### src/rtl/div_seq_if.sv
// Issue/result bundle between execute and the divide sequencer.
// master: start/op/operands/flush out; stall/done/result in.
interface div_seq_if #(
    parameter int XLEN = 32
);
    logic            start;
    logic [1:0]      op;
    logic [XLEN-1:0] dividend;
    logic [XLEN-1:0] divisor;
    logic            flush;
    logic            stall;
    logic            done;
    logic [XLEN-1:0] result;

    modport master (
        output start, op, dividend, divisor, flush,
        input  stall, done, result
    );

    modport slave (
        input  start, op, dividend, divisor, flush,
        output stall, done, result
    );
endinterface

### src/rtl/div_seq.sv
// Radix-2 restoring divider for DIV/DIVU/REM/REMU, one bit per cycle.
// Ports: clk, rstn (async, active low), bus (div_seq_if.slave).
module div_seq #(
    parameter int XLEN  = 32,
    parameter int CNT_W = 5
) (
    input  logic       clk,
    input  logic       rstn,
    div_seq_if.slave   bus
);

    typedef enum logic [1:0] {
        IDLE  = 2'd0,
        CALC  = 2'd1,
        FIXUP = 2'd2,
        DONE  = 2'd3
    } state_t;

    localparam logic [XLEN-1:0] MIN_NEG = {1'b1, {(XLEN-1){1'b0}}};

    state_t          state_q, state_d;
    logic [CNT_W-1:0] cnt_q, cnt_d;
    logic [XLEN-1:0] rem_q, rem_d;
    logic [XLEN-1:0] quo_q, quo_d;
    logic [XLEN-1:0] dvs_q, dvs_d;
    logic            qneg_q, qneg_d;
    logic            rneg_q, rneg_d;
    logic            isrem_q, isrem_d;
    logic [XLEN-1:0] result_q, result_d;

    logic            sgn_in;
    logic            rem_in;
    logic            a_neg;
    logic            b_neg;
    logic [XLEN-1:0] a_mag;
    logic [XLEN-1:0] b_mag;
    logic            div_zero;
    logic            ovf;
    logic [XLEN:0]   trial;
    logic [XLEN-1:0] q_fix;
    logic [XLEN-1:0] r_fix;

    assign sgn_in   = ~bus.op[0];
    assign rem_in   = bus.op[1];
    assign a_neg    = sgn_in & bus.dividend[XLEN-1];
    assign b_neg    = sgn_in & bus.divisor[XLEN-1];
    assign a_mag    = a_neg ? -bus.dividend : bus.dividend;
    assign b_mag    = b_neg ? -bus.divisor : bus.divisor;
    assign div_zero = (bus.divisor == '0);
    assign ovf      = sgn_in & (bus.dividend == MIN_NEG)
                    & (bus.divisor == '1);

    // Shifted partial remainder is XLEN+1 bits wide; a clear top bit
    // of the difference means the divisor fits.
    assign trial = {rem_q, quo_q[XLEN-1]} - {1'b0, dvs_q};

    // Sign flags are only ever set for signed ops.
    assign q_fix = qneg_q ? -quo_q : quo_q;
    assign r_fix = rneg_q ? -rem_q : rem_q;

    always_comb begin
        state_d  = state_q;
        cnt_d    = cnt_q;
        rem_d    = rem_q;
        quo_d    = quo_q;
        dvs_d    = dvs_q;
        qneg_d   = qneg_q;
        rneg_d   = rneg_q;
        isrem_d  = isrem_q;
        result_d = result_q;
        if (bus.flush) begin
            state_d = IDLE;
        end else begin
            unique case (state_q)
                IDLE: begin
                    if (bus.start) begin
                        if (div_zero) begin
                            result_d = rem_in ? bus.dividend : '1;
                            state_d  = DONE;
                        end else if (ovf) begin
                            result_d = rem_in ? '0 : MIN_NEG;
                            state_d  = DONE;
                        end else begin
                            rem_d   = '0;
                            quo_d   = a_mag;
                            dvs_d   = b_mag;
                            qneg_d  = a_neg ^ b_neg;
                            rneg_d  = a_neg;
                            isrem_d = rem_in;
                            cnt_d   = '0;
                            state_d = CALC;
                        end
                    end
                end
                CALC: begin
                    if (!trial[XLEN]) begin
                        rem_d = trial[XLEN-1:0];
                    end else begin
                        rem_d = {rem_q[XLEN-2:0], quo_q[XLEN-1]};
                    end
                    quo_d = {quo_q[XLEN-2:0], ~trial[XLEN]};
                    cnt_d = cnt_q + CNT_W'(1);
                    if (cnt_q == CNT_W'(XLEN-1)) begin
                        state_d = FIXUP;
                    end
                end
                FIXUP: begin
                    result_d = isrem_q ? r_fix : q_fix;
                    state_d  = DONE;
                end
                DONE: begin
                    state_d = IDLE;
                end
                default: begin
                    state_d = IDLE;
                end
            endcase
        end
    end

    always_ff @(posedge clk or negedge rstn) begin
        if (!rstn) begin
            state_q  <= IDLE;
            cnt_q    <= '0;
            rem_q    <= '0;
            quo_q    <= '0;
            dvs_q    <= '0;
            qneg_q   <= 1'b0;
            rneg_q   <= 1'b0;
            isrem_q  <= 1'b0;
            result_q <= '0;
        end else begin
            state_q  <= state_d;
            cnt_q    <= cnt_d;
            rem_q    <= rem_d;
            quo_q    <= quo_d;
            dvs_q    <= dvs_d;
            qneg_q   <= qneg_d;
            rneg_q   <= rneg_d;
            isrem_q  <= isrem_d;
            result_q <= result_d;
        end
    end

    // Stall drops in DONE so the instruction retires with its result.
    assign bus.stall = ~bus.flush & (
                         ((state_q == IDLE) & bus.start)
                       | (state_q == CALC)
                       | (state_q == FIXUP));
    assign bus.done   = (state_q == DONE);
    assign bus.result = result_q;

endmodule

### src/flat_wrapper.sv
// flat-port wrapper written by rule: the top's interface ports become plain ports
module div_seq_flat 
#(
    parameter int XLEN  = 32,
    parameter int CNT_W = 5
)
  (clk, rstn, bus_start, bus_op, bus_dividend, bus_divisor, bus_flush, bus_stall, bus_done, bus_result);
  div_seq_if #(.XLEN(XLEN)) bus_i ();
  input  logic clk;
  input  logic rstn;
  input wire logic [$bits(bus_i.start)-1:0] bus_start;
  input wire logic [$bits(bus_i.op)-1:0] bus_op;
  input wire logic [$bits(bus_i.dividend)-1:0] bus_dividend;
  input wire logic [$bits(bus_i.divisor)-1:0] bus_divisor;
  input wire logic [$bits(bus_i.flush)-1:0] bus_flush;
  output wire logic [$bits(bus_i.stall)-1:0] bus_stall;
  output wire logic [$bits(bus_i.done)-1:0] bus_done;
  output wire logic [$bits(bus_i.result)-1:0] bus_result;
  assign bus_i.start = bus_start;
  assign bus_i.op = bus_op;
  assign bus_i.dividend = bus_dividend;
  assign bus_i.divisor = bus_divisor;
  assign bus_i.flush = bus_flush;
  assign bus_stall = bus_i.stall;
  assign bus_done = bus_i.done;
  assign bus_result = bus_i.result;
  div_seq #(.XLEN(XLEN), .CNT_W(CNT_W)) u_core (.clk(clk), .rstn(rstn), .bus(bus_i));
endmodule
### config.mk
export PLATFORM = sky130hd
export DESIGN_NAME = div_seq_flat
export DESIGN_NICKNAME = d
export VERILOG_FILES = /design/src/rtl/div_seq_if.sv /design/src/rtl/div_seq.sv /design/src/flat_wrapper.sv
export SDC_FILE = /design/constraint.sdc
export NUM_CORES = 1
export LEC_CHECK = 0
export CORE_ASPECT_RATIO = 1.2
export CORE_UTILIZATION = 31
export CTS_CLUSTER_DIAMETER = 30
export DETAILED_ROUTE_END_ITERATION = 7
export SETUP_SLACK_MARGIN = 0.05
export SLEW_MARGIN = 20
export SYNTH_ARGS = -nofsm -noshare
export SYNTH_HDL_FRONTEND = slang
export SYNTH_SLANG_ARGS = --single-unit
### constraint.sdc
create_clock -name clk -period 3 [get_ports clk]
set_input_delay 0.6 -clock clk [delete_from_list [all_inputs] [get_ports clk]]
set_output_delay 0.6 -clock clk [all_outputs]
set_load 0.05 [all_outputs]
==> flow_summary.json <==
{
  "outcome": "finished, violations left",
  "violations": "setup timing",
  "synth_top_family_by_area": "compound AO/OA/AOI/OAI gates",
  "vias": 11210,
  "antenna_found_initial": 0,
  "synth_fp_nets": 1501,
  "remaining_drc_errors": 0,
  "place_ws_ps": -908.4,
  "crit_path_max_incr_delay_ps": 540,
  "synth_fa_ha_area_frac": 0.05176,
  "hpwlAfterDp_mm": 26.37,
  "setup_tns_ps": -186.8,
  "critPathMaxFanout": 5,
  "nNetsFinal": 1807,
  "yosys.area.top_type": "dfrtp_1",
  "ant_nets": 0,
  "seq_area_um2": 3457,
  "syn_inst": 1387,
  "clkLatencyLatePin_ps": 430,
  "syn_avg_cell_area_um2": 7.773,
  "clockBufferDepth": 2,
  "critPathArrivalTime_ps": 3400,
  "setup_violations": 5,
  "rows": 74,
  "grt_pass1_vias": 10950,
  "slew_headroom": 0.5152,
  "drive_gt1_frac": 0.2387,
  "power_density_nw_per_um2": 729.4,
  "yosysTopAreaCellShare": 0.3203,
  "vias_per_cell": 5.186,
  "synth-xor-area-share": 0.1178,
  "p_leak_nw": 7.021,
  "synth_edf_count": 0,
  "seq_area_frac_synth": 0.3203,
  "cp.depth": 9,
  "grtUsageTotal": 0.2046,
  "crit_family": "simple AND/OR/NAND/NOR gates",
  "root_buffer": "clkbuf_16",
  "grt_pass1_wl_mm": 56.94,
  "drtIter0Drc": 682,
  "htreeDepth": 4,
  "crit_buf_inv": 0,
  "finClkSkew_ps": 6.575,
  "synth_commonest_cells": "nand2_1, o21ai_0, dfrtp_1, a21oi_1, nor2_1",
  "cp_cell_sequence": "or4_4, or3_4, or3_4, or4_4, o31ai_4, xor2_1, nor2_1, o32ai_2, o21ai_1",
  "overflow": 0,
  "finalMaxSlewViolations": 0,
  "synth_mux_area_frac": 0.005106,
  "period_needed_ps": 3083,
  "ctsHoldBuffers": 0,
  "cts.sink_count": 138,
  "worst_pin_slew_ps": 727.2,
  "crit_path_top_delay_cell": "or4_4",
  "yosysMostFrequentCell": "nand2_1",
  "synth-compound-area-share": 0.2559,
  "max-vdd-ir-drop_v": 0.0004881,
  "synthFlopType": "dfrtp_1",
  "grt_max_degree": 71,
  "rsz0062_at_grt": "true",
  "io_buffers": 103,
  "crit_type": "flip-flop to flip-flop",
  "startpoint_type": "flip-flop",
  "hold_slack_ps": 193.8,
  "drt-total-wl_mm": 35.85,
  "place_inst": 2110,
  "reg2reg_depth": 9,
  "core_um2": 34170,
  "postSynth.asyncResetShare": 1.000,
  "n_fill_cell": 3320,
  "synthSimpleGateAreaFrac": 0.1966,
  "hold_viol_final": 0,
  "cts_tree": "done",
  "ys_warn_count": 0,
  "clk_pin_slew_worst_paths_ps": 60,
  "die_h_um": 206.3,
  "area_growth_pct": 44.20,
  "netlist_area_um2": 10780,
  "start_util": 0.3156,
  "layout.cells.non_filler": 2161,
  "diodes": 0,
  "drv_cap": 0,
  "cp-end-kind": "flip-flop",
  "cts_made_buffers": 17,
  "die_area_um2": 35530,
  "ys_types": 63,
  "wl_per_cell_um": 16.59,
  "fmax_ghz": 0.3243,
  "crit_required_ps": 3320,
  "hold_path_class": "input pin to asynchronous set/reset pin",
  "gp_congestion": 0.9046,
  "synth_area_leaders": "dfrtp_1, o21ai_0, nand2_1",
  "fin_crit_sh": 1.028,
  "finalWorstSetupSlack_ps": -83.19,
  "multi_input_area_um2": 7303,
  "die_x_um": 172.2,
  "power_w": 0.01134,
  "dr.pass1.iters": 5,
  "ioPinCount": 104,
  "ys_ff_latch": 138
}
-- cell usage in the layout, fill, tap and decap left out, drive strengths merged, types with 15 or more instances in the layout --
| cell type | synthesis | final |
|---|---|---|
| a21oi | 130 | 130 |
| nor2 | 114 | 114 |
| or4 | 19 | 19 |
| clkdlybuf4s50 | 0 | 70 |
| nand2b | 15 | 15 |
| nand2 | 190 | 190 |
| ha | 43 | 43 |
| o21ai | 174 | 174 |
| nand3 | 20 | 20 |
| inv | 66 | 66 |
| or3 | 15 | 15 |
| xor2 | 66 | 66 |
| o211ai | 16 | 16 |
| nor3 | 21 | 21 |
| buf | 21 | 260 |
| dfrtp | 138 | 138 |
| dlymetal6s2s | 0 | 22 |
| nor4 | 18 | 18 |
| a31oi | 16 | 16 |
| xnor2 | 79 | 79 |
| clkbuf | 56 | 27 |
| o31ai | 27 | 27 |
-- registers in the layout (all words and copies together), names as in the netlist --
name,cells
u_core.bus.result,32
u_core.rneg_q,1
u_core.qneg_q,1
u_core.isrem_q,1
u_core.dvs_q,32
u_core.rem_q,32
u_core.quo_q,32
u_core.cnt_q,5
u_core.state_q,2
-- through the flow --
step	util	area, um^2
after global routing	0.4551	15550
after floorplan	-	10840
after global placement	0.4109	14040
after CTS	0.4429	15130
final	0.4551	15550
after detailed placement	0.4109	14040
-- cells by family after synthesis --
group | count (synthesis)
compound gates | 460
flops | 138
xor+xnor | 145
simple gates | 452
buf+inv | 143
fa+ha+maj | 44
mux | 5
-- layer usage --
layer | up-vias | GRT usage | wire length (um)
li1 | 5543 | - | -
met1 | 5305 | 0.2625 | 16050
met2 | 313 | 0.3521 | 17460
met3 | 46 | 0.02719 | 1554
met4 | 0 | 0.06448 | 789
met5 | - | 0 | 0
-- power by group --
| group | leakage [nW] | switching, W | internal [W] |
|---|---|---|---|
| Combinational | 4.91 | 0.00352 | 0.00258 |
| Clock | 0.305 | 0.000842 | 0.00145 |
| Sequential | 1.80 | 0.000504 | 0.00244 |
| Total | 7.02 | 0.00486 | 0.00648 |
-- final timing paths --
check	start	to	slack, ps
worst min register to register	u_core.bus.result[15]$_DFFE_PN0P_	u_core.bus.result[15]$_DFFE_PN0P_	470
worst min-delay path	rstn	u_core.bus.result[7]$_DFFE_PN0P_	190
worst max-delay path	u_core.rem_q[9]$_DFFE_PN0P_	u_core.bus.result[25]$_DFFE_PN0P_	-80
min in group clk	u_core.bus.result[15]$_DFFE_PN0P_	u_core.bus.result[15]$_DFFE_PN0P_	470
worst max register to register	u_core.rem_q[9]$_DFFE_PN0P_	u_core.bus.result[25]$_DFFE_PN0P_	-80
max in group asynchronous	rstn	u_core.rem_q[9]$_DFFE_PN0P_	2120
-- area by class of cell --
type	instances	share of cell area
Multi-Input combinational cell	1106	0.4697
Sequential cell	138	0.2224
Timing Repair Buffer	364	0.2143
Tap cell	456	0.03670
Clock buffer	21	0.03026
Inverter	66	0.01593
Clock inverter	10	0.01070
-- repair_timing --
| item | 4_1_cts | 5_1_grt |
|---|---|---|
| setup buffers | 10 | 3 |
| pin swaps | 21 | 29 |
| resized for setup | 61 | 96 |
| endpoints found under the setup margin | 135 | 133 |
| cloned | 5 | 2 |
(Power assumes the default switching activity.)
